File: config.mk
export PLATFORM = sky130hd
export DESIGN_NAME = util_clk_recover
export DESIGN_NICKNAME = d
export VERILOG_FILES = /design/src/rtl/util_clk_recover_pkg.sv /design/src/rtl/util_clk_recover_sync.sv /design/src/rtl/util_clk_recover.sv
export SDC_FILE = /design/constraint.sdc
export NUM_CORES = 1
export LEC_CHECK = 0
export ABC_AREA = 1
export CAP_MARGIN = 20
export CORE_MARGIN = 4
export CORE_UTILIZATION = 30
export CTS_BUF_LIST = sky130_fd_sc_hd__clkbuf_8
export CTS_CLUSTER_DIAMETER = 30
export DETAILED_ROUTE_END_ITERATION = 16
export GPL_TIMING_DRIVEN = 0
export HOLD_SLACK_MARGIN = 0.08
export SETUP_SLACK_MARGIN = 0.1
export SYNTH_ARGS = -nofsm -noshare
export SYNTH_HDL_FRONTEND = slang
export SYNTH_SLANG_ARGS = --single-unit
File: constraint.sdc
create_clock -name clk -period 5.5 [get_ports clk]
set_input_delay 0.55 -clock clk [delete_from_list [all_inputs] [get_ports clk]]
set_output_delay 0.55 -clock clk [all_outputs]
set_load 0.01 [all_outputs]
File: src/rtl/util_clk_recover_pkg.sv
// Shared types and edge-selection helper for the serial clock recovery block.
package util_clk_recover_pkg;

    typedef enum logic [1:0] {
        ST_IDLE   = 2'd0,
        ST_ACTIVE = 2'd1,
        ST_DONE   = 2'd2
    } state_t;

    // Map detected sclk edges onto {shift, latch} for the given CPOL/CPHA mode.
    function automatic logic [1:0] strobe_sel(input logic cpol, input logic cpha,
                                              input logic rise, input logic fall);
        logic leading;
        logic trailing;
        leading  = cpol ? fall : rise;
        trailing = cpol ? rise : fall;
        return cpha ? {leading, trailing} : {trailing, leading};
    endfunction

endpackage

File: src/rtl/util_clk_recover_sync.sv
// Multi-flop synchronizer for a single asynchronous control bit.
module util_sync_ff #(
    parameter int   STAGES  = 2,
    parameter logic RST_VAL = 1'b0
) (
    input  logic clk,
    input  logic rst,
    input  logic d,
    output logic q
);

    logic [STAGES-1:0] chain;

    // Shift the asynchronous input through the flop chain.
    always_ff @(posedge clk or posedge rst) begin
        if (rst) chain <= {STAGES{RST_VAL}};
        else     chain <= {chain[STAGES-2:0], d};
    end

    assign q = chain[STAGES-1];

endmodule

File: src/rtl/util_clk_recover.sv
// Slave-side serial clock recovery: synchronizes sclk/cs_n from a remote master and
// produces single-cycle shift/latch strobes plus frame status in the clk domain.
module util_clk_recover
    import util_clk_recover_pkg::*;
#(
    parameter int SYNC_STAGES    = 2,
    parameter int CNT_WIDTH      = 8,
    parameter int TIMEOUT_CYCLES = 1024
) (
    input  logic                 clk,
    input  logic                 rst,
    input  logic                 en,
    input  logic                 cpol,
    input  logic                 cpha,
    input  logic [CNT_WIDTH-1:0] bit_len,
    input  logic                 sclk_in,
    input  logic                 cs_n_in,
    output logic                 shift_en,
    output logic                 latch_en,
    output logic                 frame_start,
    output logic                 frame_done,
    output logic                 frame_abort,
    output logic                 timeout_err,
    output logic [CNT_WIDTH-1:0] bit_cnt,
    output logic                 busy
);

    localparam int TO_W = $clog2(TIMEOUT_CYCLES + 1);

    state_t               state, state_nxt;
    logic                 sclk_s, sclk_d, cs_n_s;
    logic                 rise, fall, edge_any, shift_sel, latch_sel;
    logic [CNT_WIDTH-1:0] len_q, len_nxt, bit_cnt_nxt;
    logic [TO_W-1:0]      tcnt, tcnt_nxt;
    logic                 hold_q, hold_nxt;
    logic                 shift_nxt, latch_nxt, start_nxt, done_nxt, abort_nxt, timeout_nxt;

    function automatic logic [CNT_WIDTH-1:0] sat_inc(input logic [CNT_WIDTH-1:0] v);
        return (&v) ? v : v + CNT_WIDTH'(1);
    endfunction

    function automatic logic [CNT_WIDTH-1:0] norm_len(input logic [CNT_WIDTH-1:0] v);
        return (v == '0) ? CNT_WIDTH'(1) : v;
    endfunction

    util_sync_ff #(.STAGES(SYNC_STAGES), .RST_VAL(1'b0)) u_sync_sclk (
        .clk(clk), .rst(rst), .d(sclk_in), .q(sclk_s)
    );

    util_sync_ff #(.STAGES(SYNC_STAGES), .RST_VAL(1'b1)) u_sync_cs (
        .clk(clk), .rst(rst), .d(cs_n_in), .q(cs_n_s)
    );

    assign rise     = sclk_s & ~sclk_d;
    assign fall     = ~sclk_s & sclk_d;
    assign edge_any = rise | fall;
    assign {shift_sel, latch_sel} = strobe_sel(cpol, cpha, rise, fall);
    assign busy     = (state != ST_IDLE);

    // State, frame length, idle-timer and previous-sclk registers.
    always_ff @(posedge clk or posedge rst) begin
        if (rst) begin
            state  <= ST_IDLE;
            len_q  <= CNT_WIDTH'(1);
            tcnt   <= '0;
            hold_q <= 1'b0;
            sclk_d <= 1'b0;
        end else begin
            state  <= state_nxt;
            len_q  <= len_nxt;
            tcnt   <= tcnt_nxt;
            hold_q <= hold_nxt;
            sclk_d <= sclk_s;
        end
    end

    // Next-state decode; the last latch of a frame takes priority over cs_n release.
    // After a timeout the frame is stale, so a new frame waits for cs_n to be released.
    always_comb begin
        state_nxt   = state;
        len_nxt     = len_q;
        tcnt_nxt    = tcnt;
        hold_nxt    = hold_q & ~cs_n_s;
        bit_cnt_nxt = bit_cnt;
        shift_nxt   = 1'b0;
        latch_nxt   = 1'b0;
        start_nxt   = 1'b0;
        done_nxt    = 1'b0;
        abort_nxt   = 1'b0;
        timeout_nxt = 1'b0;
        case (state)
            ST_IDLE: begin
                if (en && !cs_n_s && !hold_q) begin
                    state_nxt   = ST_ACTIVE;
                    start_nxt   = 1'b1;
                    bit_cnt_nxt = '0;
                    len_nxt     = norm_len(bit_len);
                    tcnt_nxt    = '0;
                end
            end
            ST_ACTIVE: begin
                if (!en) begin
                    state_nxt = ST_IDLE;
                end else if (latch_sel && (bit_cnt == len_q - CNT_WIDTH'(1))) begin
                    latch_nxt   = 1'b1;
                    done_nxt    = 1'b1;
                    bit_cnt_nxt = sat_inc(bit_cnt);
                    state_nxt   = ST_DONE;
                end else if (cs_n_s) begin
                    abort_nxt = 1'b1;
                    state_nxt = ST_IDLE;
                end else if (edge_any) begin
                    tcnt_nxt  = '0;
                    shift_nxt = shift_sel;
                    latch_nxt = latch_sel;
                    if (latch_sel) bit_cnt_nxt = sat_inc(bit_cnt);
                end else if (tcnt == TO_W'(TIMEOUT_CYCLES - 1)) begin
                    timeout_nxt = 1'b1;
                    hold_nxt    = 1'b1;
                    state_nxt   = ST_IDLE;
                end else begin
                    tcnt_nxt = tcnt + TO_W'(1);
                end
            end
            ST_DONE: begin
                if (!en || cs_n_s) state_nxt = ST_IDLE;
            end
            default: state_nxt = ST_IDLE;
        endcase
    end

    // Registered strobes and bit counter.
    always_ff @(posedge clk or posedge rst) begin
        if (rst) begin
            shift_en    <= 1'b0;
            latch_en    <= 1'b0;
            frame_start <= 1'b0;
            frame_done  <= 1'b0;
            frame_abort <= 1'b0;
            timeout_err <= 1'b0;
            bit_cnt     <= '0;
        end else begin
            shift_en    <= shift_nxt;
            latch_en    <= latch_nxt;
            frame_start <= start_nxt;
            frame_done  <= done_nxt;
            frame_abort <= abort_nxt;
            timeout_err <= timeout_nxt;
            bit_cnt     <= bit_cnt_nxt;
        end
    end

endmodule

Yosys cells after proc, flatten, opt, wreduce, memory -nomap -nowiden
Cells that the tools add are included.
- register bits after elaboration: 41
- output and inout bits: 15
- reduce and logical (&&, ||, !) cells: 16
- eq/ne operators: 15
- bitwise operators: 7
- multiplexer cells: 58
- $add $sub $neg: 3
- operators with widths (operator ; number):
    two-way mux 11 bit ; 6
    two-way mux 8 bit ; 8
    two-way mux 1 bit ; 33
    one-hot mux 11 bit (2 select lines) ; 1
    two-way mux 2 bit ; 8
    one-hot mux 8 bit (2 select lines) ; 1
    != test 3 bit, second input constant ; 4
    AND reduction 6 bit ; 2
    adder 11 x 1 -> 11 bit, second input constant ; 1
    == test 11 x 10 -> 1 bit, second input constant ; 1
    != test 2 bit, second input constant ; 5
    != test 5 x 4 -> 1 bit, second input constant ; 2
    adder 8 x 1 -> 8 bit, second input constant ; 1
    == test 8 bit ; 1
    logical NOT 8 bit ; 1
    AND reduction 8 bit ; 1
    subtractor 8 x 1 -> 8 bit, second input constant ; 1
    one-hot mux 2 bit (3 select lines) ; 1
    AND reduction 4 bit ; 1
    nonzero test 2 bit ; 2
    bitwise AND 1 bit ; 3
    logical AND 1 bit ; 3
    logical NOT 1 bit ; 3
    inverter 1 bit ; 3
    other kinds (6) ; 6

Longest topological paths before layout
Gate-level depths: netlist (run 1).
- word-level depth: 10
- gate-level depth with buffers: 16
- mapped depth without buffers: 15

Modules after synthesis
A second synthesis (run 1) with hierarchy kept.
- cells, all modules: 348
- area, all modules: 2493.6 um^2
- by module, submodules not included (module ; area an instance (um^2) ; seq. area each (um^2) ; cells an instance ; instances):
    util_clk_recover ; 2383.5 ; 927.1 ; 342 ; 1
    util_sync_ff (u_sync_cs) ; 56.3 ; 52.6 ; 3 ; 1
    util_sync_ff (u_sync_sclk) ; 53.8 ; 50.0 ; 3 ; 1

Worst setup path after synthesis (run 1)
Ideal clock, no wire load.
- path type: register to register
- from: reg len_q[0]
- to: reg tcnt[2]
- buffers on the path: 1
- arrival: 1.847 ns
- library setup time: 0.117 ns
- stages on the path, launching flop included: 16
- setup slack: 3.537 ns
- data required time: 5.383 ns
- cells stage by stage: dfstp_2 inv_2 ha_1 nand2_1 nand2_1 nor2_1 nand2_1 nor2_1 nand2_1 nor2_4 nand2_4 nand3_4 nand2_2 buf_6 nand2_1 nand2_1
- word-level cells in the longest chain between the ends: 5
- ends and longest elaborated chain (what ; line ; text):
    start: declaration ; util_clk_recover.sv:33 ; logic [CNT_WIDTH-1:0] len_q, len_nxt, bit_cnt_nxt;
    start signal: assignment ; util_clk_recover.sv:70 ; len_q <= len_nxt;
    subtractor 8 x 1 -> 8 bit ; util_clk_recover.sv:104 ; end else if (latch_sel && (bit_cnt == len_q - CNT_WIDTH'(1))) begin
    == test 8 bit ; util_clk_recover.sv:104 ;
    logical AND 1 bit ; util_clk_recover.sv:104 ;
    != test 2 bit (no line) ; -- ;
    AND reduction 6 bit (no line) ; -- ;
    end signal: assignment ; util_clk_recover.sv:71 ; tcnt <= tcnt_nxt;
    end: declaration ; util_clk_recover.sv:34 ; logic [TO_W-1:0] tcnt, tcnt_nxt;
Every way passes these cells.
A chain may end at the register's enable or synchronous reset.

Worst setup path after layout (run 1)
- from: in en
- to: reg bit_cnt[0]
- word-level cells in the longest chain between the ends: 4
- ends and longest elaborated chain (what ; line ; text):
    start: declaration ; util_clk_recover.sv:12 ; input logic en,
    logical AND 1 bit (2 in a row) ; util_clk_recover.sv:93 ; if (en && !cs_n_s && !hold_q) begin
    != test 2 bit (no line) ; -- ;
    AND reduction 6 bit (no line) (*) ; -- ;
    end signal: assignment ; util_clk_recover.sv:149 ; bit_cnt <= bit_cnt_nxt;
    end: declaration ; util_clk_recover.sv:24 ; output logic [CNT_WIDTH-1:0] bit_cnt,
Mark *: on every way between the ends. The rest lies on a longest branch, timed or not.

==> results of run 1 <==
-- metal layers --
metal	vias to the layer above	global-route usage
li1	1172	-
met1	1143	0.177
met2	39	0.204
met3	4	0.0195
met4	0	0.0363
met5	-	0
-- kinds of logic after synthesis --
kind of cell	share of synthesized area
fa+ha+maj	0.0245
xor+xnor	0.0476
simple gates	0.400
compound gates	0.0407
buf+inv	0.0829
flops	0.404
-- power groups by stage --
stage	registers (mW)	logic [mW]	clock network, mW
after floorplan	0.342	0.128	0
after global placement	0.345	0.178	0
after detailed placement	0.345	0.181	0
after CTS	0.340	0.181	0.299
after global routing	0.342	0.206	0.309
final	0.339	0.181	0.291
-- layout by cell type, fill, tap and decap left out --
cell type / synthesis / routed
sky130_fd_sc_hd__a211oi_1: 3 / 3
sky130_fd_sc_hd__a21oi_1: 4 / 4
sky130_fd_sc_hd__a21oi_4: 1 / 1
sky130_fd_sc_hd__and2_1: 1 / 1
sky130_fd_sc_hd__and3_1: 1 / 1
sky130_fd_sc_hd__buf_2: 1 / 1
sky130_fd_sc_hd__buf_6: 2 / 2
sky130_fd_sc_hd__bufinv_16: 0 / 2
sky130_fd_sc_hd__clkbuf_1: 2 / 2
sky130_fd_sc_hd__clkbuf_8: 0 / 5
sky130_fd_sc_hd__clkdlybuf4s50_1: 0 / 29
sky130_fd_sc_hd__clkinv_1: 1 / 1
sky130_fd_sc_hd__clkinv_2: 0 / 1
sky130_fd_sc_hd__dfrtp_1: 38 / 38
sky130_fd_sc_hd__dfstp_2: 3 / 3
sky130_fd_sc_hd__ha_1: 5 / 5
sky130_fd_sc_hd__inv_1: 43 / 42
sky130_fd_sc_hd__inv_2: 3 / 4
sky130_fd_sc_hd__nand2_1: 100 / 100
sky130_fd_sc_hd__nand2_2: 1 / 1
sky130_fd_sc_hd__nand2_4: 2 / 2
sky130_fd_sc_hd__nand3_1: 47 / 47
sky130_fd_sc_hd__nand3_2: 2 / 2
sky130_fd_sc_hd__nand3_4: 1 / 1
sky130_fd_sc_hd__nand3b_1: 1 / 1
sky130_fd_sc_hd__nand4_1: 6 / 6
sky130_fd_sc_hd__nor2_1: 31 / 31
sky130_fd_sc_hd__nor2_2: 3 / 3
sky130_fd_sc_hd__nor2_4: 2 / 2
sky130_fd_sc_hd__nor3_1: 8 / 8
sky130_fd_sc_hd__nor3_2: 1 / 1
sky130_fd_sc_hd__nor3_4: 2 / 2
sky130_fd_sc_hd__nor3b_1: 2 / 2
sky130_fd_sc_hd__nor4_1: 4 / 4
sky130_fd_sc_hd__o21ai_0: 9 / 9
sky130_fd_sc_hd__or2_2: 1 / 1
sky130_fd_sc_hd__xnor2_1: 4 / 4
sky130_fd_sc_hd__xnor2_2: 1 / 1
sky130_fd_sc_hd__xor2_1: 8 / 8
-- flip-flops by register name (all words and copies together), names as in the netlist --
name / cells
shift_en: 1
latch_en: 1
state: 2
frame_start: 1
frame_abort: 1
u_sync_cs.chain: 2
u_sync_sclk.chain: 2
timeout_err: 1
sclk_d: 1
frame_done: 1
hold_q: 1
bit_cnt: 8
len_q: 8
tcnt: 11
-- how the worst max path moves through the flow --
| stage | start | endpoint | slack [ns] | depth (start not counted) |
|---|---|---|---|---|
| final | en | bit_cnt[0] | 3.20 | 10 |
| after global routing | len_q[0] | bit_cnt[0] | 3.00 | 15 |
| after global placement | en | bit_cnt[3] | 2.93 | 10 |
| after CTS | en | bit_cnt[1] | 3.20 | 10 |
| after detailed placement | en | bit_cnt[1] | 2.89 | 10 |
| after floorplan | len_q[0] | tcnt[2] | 3.54 | 15 |
-- worst register-to-register path: stages, from the launching register on --
cell and delay [ns]:
sky130_fd_sc_hd__dfstp_2 0.56, sky130_fd_sc_hd__inv_2 0.07, sky130_fd_sc_hd__ha_1 0.29, sky130_fd_sc_hd__inv_1 0.04, sky130_fd_sc_hd__nand2_1 0.05, sky130_fd_sc_hd__nand2_1 0.05
sky130_fd_sc_hd__nor2_1 0.14, sky130_fd_sc_hd__nand2_1 0.11, sky130_fd_sc_hd__nor2_1 0.10, sky130_fd_sc_hd__nand2_1 0.09, sky130_fd_sc_hd__nor2_4 0.10, sky130_fd_sc_hd__nand2_4 0.08
sky130_fd_sc_hd__nand3_2 0.20, sky130_fd_sc_hd__nand2_4 0.13, sky130_fd_sc_hd__nand2_1 0.08, sky130_fd_sc_hd__nand2_1 0.05
-- synthesized netlist by cell type (all sizes together) --
library cell	instances
nand2	103
nand3	50
inv	46
dfrtp	38
nor2	36
nor3	11
o21ai	9
xor2	8
nand4	6
a21oi	5
ha	5
xnor2	5
nor4	4
a211oi	3
buf	3
dfstp	3
clkbuf	2
nor3b	2
and2	1
and3	1
clkinv	1
nand3b	1
or2	1
-- area by class of cell --
cell class	instances	share of cell area
buffer	5	0.0113
clock buffer	5	0.0222
clock inverter	3	0.0210
inverter	47	0.0568
multi-input combinational	251	0.421
sequential	41	0.332
tap	105	0.0423
timing repair buffer	29	0.0935
-- metrics by stage --
stage,instance area (um2),setup slack [ns],hold WS (ns)
2_1_floorplan,2550,3.54,0.331
3_3_place_gp,2970,2.93,0.335
3_5_place_dp,2970,2.89,0.337
4_1_cts,3110,3.20,0.358
5_1_grt,3110,3.00,0.368
6_report,3110,3.20,0.355
==> reports/qor.csv, run 1 <==
stage;metric;value;unit
status;run_status;finished, final reports clean;
finish;drive_gt1_frac;0.0919;
finish;stdcell_count;486;
power;power_frac_seq;0.418;
clock_network;clkSlewWorstSetupHoldPaths;0.09;ns
drt;drt_drc_violations_left;0;
drt;num_vias;2358;
drt;met2_length;2.74;mm
drt;wl_met3;238;um
synthesis;synth_cell_type_count;35;
worst_hold_path;whs_endpoint;u_sync_sclk.chain[1];
synthesis;synth.area.top_cells;sky130_fd_sc_hd__dfrtp_1, sky130_fd_sc_hd__nand2_1, sky130_fd_sc_hd__nand3_1;
setup_path;startpoint_of_the_worst_register_to_register_path;len_q[0];
global_route;first_pass_grt_wire_length;10.4;mm
global_route;first_global_vias;2244;
global_route;largest_net_degree_at_the_start_of_global_routing;42;
placement;hpwlAfterDp;4.51;mm
setup_path;worst_r2r_path_depth;15;
finish;final_nets;400;
drt;routedWlPerCell;12.5;um
clock_network;cts_repair_resize_count;0;
clock_network;post_cts_hold_buffer_count;0;
worst_hold_path;hold_start;u_sync_sclk.chain[0];
global_route;global_route.usage.total;0.127;
setup_path;cell_chain_of_the_critical_path;clkdlybuf4s50_1 -> inv_1 -> nor2_2 -> inv_1 -> nor3_4 -> inv_2 -> a21oi_4 -> nand2_4 -> nand2_1 -> nand2_1;
synthesis;synthesis.area_per_instance;7.41;um2
setup_path;critical_path_arrival;2.48;ns
drt;wl_met1;3.04;mm
clock_network;clk_latency;0.29;ns
drt;number_of_iterations_in_the_first_detailed_routing_pass;4;
die;design.die.area;10000;um2
die;fp.coreArea;8260;um2
worst_hold_path;min_path_type;flip-flop to flip-flop;
synthesis;netlist_area;2550;um2
clock_network;htree_num_levels;2;
synthesis;yosysWarnings;0;
synthesis;synth-seq-area-share;0.404;
drt;ant_nets;0;
power;internal-power;0.567;mW
synthesis;synth_largest_area_cell;sky130_fd_sc_hd__dfrtp_1;
clock_network;cts_tree;yes;
sta;maxSlewViolCount;0;
clock_network;tritoncts.num_buffers;5;
setup_path;critical_path.max_stage_delay;0.49;ns
setup_path;critical_path.endpoint_type;flip-flop;
global_route;grt.overflow.total;0;
finish;seqCellArea;1030;um2
finish;filler_cell_count;869;
setup_path;required_time_worst_endpoint;5.68;ns
sta;fmaxAchievable;0.436;GHz
power;pwr-share-clk;0.358;
die;num_rows;33;
drt;routed_wl;6.07;mm
die;floorplan.die.width;100;um
power;design_power_total;0.811;mW
sta;setup-tns-final;0;ns
power;sw_frac_of_total;0.301;
clock_network;clkSinkCount;41;
worst_hold_path;worst_hold_path.num_cells;0;
synthesis;ys_ff_latch;41;
finish;area_occupied_by_multi_input_gates;1310;um2
finish;diodes;0;
sta;report.final.setup_viol;0;
finish;area_delta_synth_final;21.8;%
setup_path;critical_path.reg2reg.endpoint;bit_cnt[0];
drt;vias_per_cell;4.85;
sta;relSlewSlack;0.406;
setup_path;r2r_setup_slack;3.24;ns
sta;grt_setup_unrepaired;no;
placement;dp.cells;478;
power;total_switching_power;0.244;mW
synthesis;synthCells;344;
drt;drt-initial-drc-count;107;
placement;gp_routability_congestion;0.845;
die;starting_density;0.309;
clock_network;post_cts_buffers;0;
power;comb_power_share;0.223;
sta;timing_worst_slew_pin_value;0.889;ns
sta;timing.clock.skew;0.00952;ns
power;peakVddDrop;0.159;mV
setup_path;cp_slowest_cell;sky130_fd_sc_hd__clkdlybuf4s50_1;
power;leakage_power;1.48;nW
synthesis;net_count_of_the_mapped_netlist;364;
finish;finalCoreUtilization;0.376;
setup_path;path_delay_family;buffers and inverters;
sta;period_share;0.417;
drt;top_signal_layer_used;met4;
die;io_pins;30;
clock_network;cts.root.buffer_cell;sky130_fd_sc_hd__clkbuf_8;
sta;fin_crit;2.30;ns
setup_path;critPathKind;input pin to flip-flop;
clock_network;max-clock-path-buffers;2;
global_route;antenna_found_initial;0;
flow_run;max_cap_viol_count;0;
sta;report.final.hold_viol_count;0;
synthesis;synth_top_area_frac;0.373;
setup_path;timing.critical_path.buf_inv;4;
die;floorplan.die.height;100;um
power;power-per-cell-area;261;nW/um2
setup_path;worstPathMaxFanout;9;
setup_path;critical_path.startpoint_type;input pin;
placement;port_buffers;29;
Power figures use the tool's default switching activity.
==> inputs of run 2 (changes only) <==
clock period = 2.15 ns   (was 5.5 ns; I/O delays follow)
==> reports/qor.csv, run 2 (synthesized netlist as in run 1, its figures left out) <==
stage;metric;value;unit
sta;timing.clock.skew;0.0103;ns
global_route;first_global_vias;2361;
placement;port_buffers;29;
setup_path;critical_path_arrival;2.26;ns
worst_hold_path;hold_start;cs_n_in;
drt;ant_nets;0;
global_route;largest_net_degree_at_the_start_of_global_routing;42;
clock_network;tritoncts.num_buffers;5;
clock_network;clkSinkCount;41;
drt;num_vias;2413;
finish;area_delta_synth_final;31.8;%
sta;relSlewSlack;0.413;
power;comb_power_share;0.271;
die;io_pins;30;
power;sw_frac_of_total;0.309;
sta;maxSlewViolCount;0;
setup_path;critPathKind;flip-flop to flip-flop;
drt;routed_wl;6.51;mm
sta;report.final.hold_viol_count;0;
sta;grt_setup_unrepaired;yes;
setup_path;critical_path.startpoint_type;flip-flop;
global_route;grt.overflow.total;0;
worst_hold_path;min_path_type;input pin to flip-flop;
finish;largest_register_ffs;11;
clock_network;clkSlewWorstSetupHoldPaths;0.09;ns
worst_hold_path;whs_endpoint;u_sync_cs.chain[0];
setup_path;path_delay_family;simple AND/OR/NAND/NOR gates;
sta;timing_worst_slew_pin_value;0.879;ns
setup_path;critical_path.max_stage_delay;0.57;ns
finish;filler_cell_count;850;
setup_path;critical_path.endpoint_type;flip-flop;
setup_path;required_time_worst_endpoint;2.34;ns
clock_network;cts.root.buffer_cell;sky130_fd_sc_hd__clkbuf_8;
finish;reg_top3;tcnt (11), bit_cnt (8), len_q (8);
finish;mostFrequentLayoutCell;sky130_fd_sc_hd__nand2_1;
setup_path;worst_r2r_path_depth;16;
placement;gp_routability_congestion;0.845;
finish;drive_gt1_frac;0.193;
sta;period_share;0.966;
global_route;first_pass_grt_wire_length;10.9;mm
clock_network;cts_tree;yes;
sta;worst_hold_slack;0.325;ns
finish;mostFrequentLayoutCells;sky130_fd_sc_hd__nand2_1, sky130_fd_sc_hd__inv_1, sky130_fd_sc_hd__nand3_1;
setup_path;critical_path.reg2reg.endpoint;tcnt[4];
power;power_frac_seq;0.391;
worst_hold_path;worst_hold_path.num_cells;1;
die;num_rows;33;
flow_run;max_cap_viol_count;0;
clock_network;clk_latency;0.30;ns
power;pwr-share-clk;0.337;
clock_network;htree_num_levels;2;
clock_network;max-clock-path-buffers;2;
drt;number_of_iterations_in_the_first_detailed_routing_pass;4;
finish;top_register;tcnt;
sta;report.final.setup_viol;0;
global_route;global_route.usage.total;0.134;
die;floorplan.die.width;100;um
power;peakVddDrop;0.431;mV
die;floorplan.die.height;100;um
power;total_switching_power;0.686;mW
setup_path;cp_slowest_cell;sky130_fd_sc_hd__dfstp_2;
finish;finalCoreUtilization;0.407;
drt;drt_drc_violations_left;0;
finish;final_nets;413;
sta;fin_crit;2.08;ns
placement;hpwlAfterDp;4.51;mm
setup_path;startpoint_of_the_worst_register_to_register_path;len_q[0];
power;leakage_power;1.57;nW
setup_path;cell_chain_of_the_critical_path;inv_4 -> ha_4 -> inv_2 -> nand2_1 -> nand2_1 -> nor2_2 -> nand2_2 -> nor2_2 -> nand2_2 -> nor2_4 -> nand2_4 -> nand3_4 -> nand2_4 -> buf_6 -> nand2_2 -> nand2_1;
die;fp.coreArea;8260;um2
die;starting_density;0.309;
finish;diodes;0;
setup_path;r2r_setup_slack;0.07;ns
die;design.die.area;10000;um2
drt;drt-initial-drc-count;140;
setup_path;worstPathMaxFanout;5;
power;internal-power;1.54;mW
drt;routedWlPerCell;13.0;um
power;power-per-cell-area;661;nW/um2
setup_path;timing.critical_path.buf_inv;3;
sta;fmaxAchievable;0.482;GHz
status;run_status;finished, final reports clean;
global_route;antenna_found_initial;0;
drt;vias_per_cell;4.84;
clock_network;post_cts_hold_buffer_count;0;
[run 2: area by class of cell]
| cell class | count | area, um2 | share of cell area |
|---|---|---|---|
| Sequential cell | 41 | 1030 | 0.306 |
| Timing Repair Buffer | 42 | 420 | 0.125 |
| Clock buffer | 5 | 68.8 | 0.0205 |
| Clock inverter | 3 | 65.1 | 0.0194 |
| Tap cell | 105 | 131 | 0.0391 |
| Inverter | 47 | 179 | 0.0532 |
| Buffer | 5 | 35.0 | 0.0104 |
| Multi-Input combinational cell | 251 | 1430 | 0.426 |
[run 2: layer usage]
| metal | global-route usage | vias to the layer above | routed length (um) |
|---|---|---|---|
| met5 | 0 | - | 0 |
| met4 | 0.0373 | 0 | 63 |
| met3 | 0.0195 | 6 | 292 |
| met2 | 0.221 | 52 | 3040 |
| met1 | 0.184 | 1156 | 3110 |
| li1 | - | 1199 | - |
[run 2: repair_timing]
action	CTS	global route
pin swaps	10	21
gates resized for setup	16	20
buffers inserted	13	2
cloned	1	0
setup endpoints to repair	20	27
[run 2: how the worst max path moves through the flow]
stage / from / end / cells after the start
3_5_place_dp: en / bit_cnt[1] / 10
3_3_place_gp: en / bit_cnt[3] / 10
2_1_floorplan: len_q[0] / tcnt[2] / 15
5_1_grt: len_q[0] / tcnt[3] / 16
6_report: len_q[0] / tcnt[4] / 16
4_1_cts: len_q[0] / tcnt[2] / 16
[run 2: per-stage QoR]
step	total power, mW	instance area, um2	instances	TNS (ns)	worst slack [ns]
final	2.22	3360	499	0	0.0734
after global routing	2.34	3360	499	-0.878	-0.0802
after CTS	2.22	3280	500	0	0.0326
after detailed placement	1.35	2970	478	-1.22	-0.120
after global placement	1.34	2970	478	-0.853	-0.0842
after floorplan	1.20	2550	344	0	0.187
[run 2: power by group through the flow]
stage	registers [mW]	logic (mW)	clock network, mW
after floorplan	0.875	0.328	0
after global placement	0.883	0.455	0
after detailed placement	0.883	0.463	0
after CTS	0.868	0.585	0.764
after global routing	0.877	0.674	0.794
final	0.870	0.603	0.750
[run 2: worst register-to-register path: stages, from the launching register on]
cell	delay [ns]
sky130_fd_sc_hd__dfstp_2	0.57
sky130_fd_sc_hd__inv_4	0.05
sky130_fd_sc_hd__ha_4	0.25
sky130_fd_sc_hd__inv_2	0.03
sky130_fd_sc_hd__nand2_1	0.04
sky130_fd_sc_hd__nand2_1	0.06
sky130_fd_sc_hd__nor2_2	0.14
sky130_fd_sc_hd__nand2_2	0.08
sky130_fd_sc_hd__nor2_2	0.10
sky130_fd_sc_hd__nand2_2	0.07
sky130_fd_sc_hd__nor2_4	0.10
sky130_fd_sc_hd__nand2_4	0.08
sky130_fd_sc_hd__nand3_4	0.09
sky130_fd_sc_hd__nand2_4	0.07
sky130_fd_sc_hd__buf_6	0.14
sky130_fd_sc_hd__nand2_2	0.05
sky130_fd_sc_hd__nand2_1	0.05
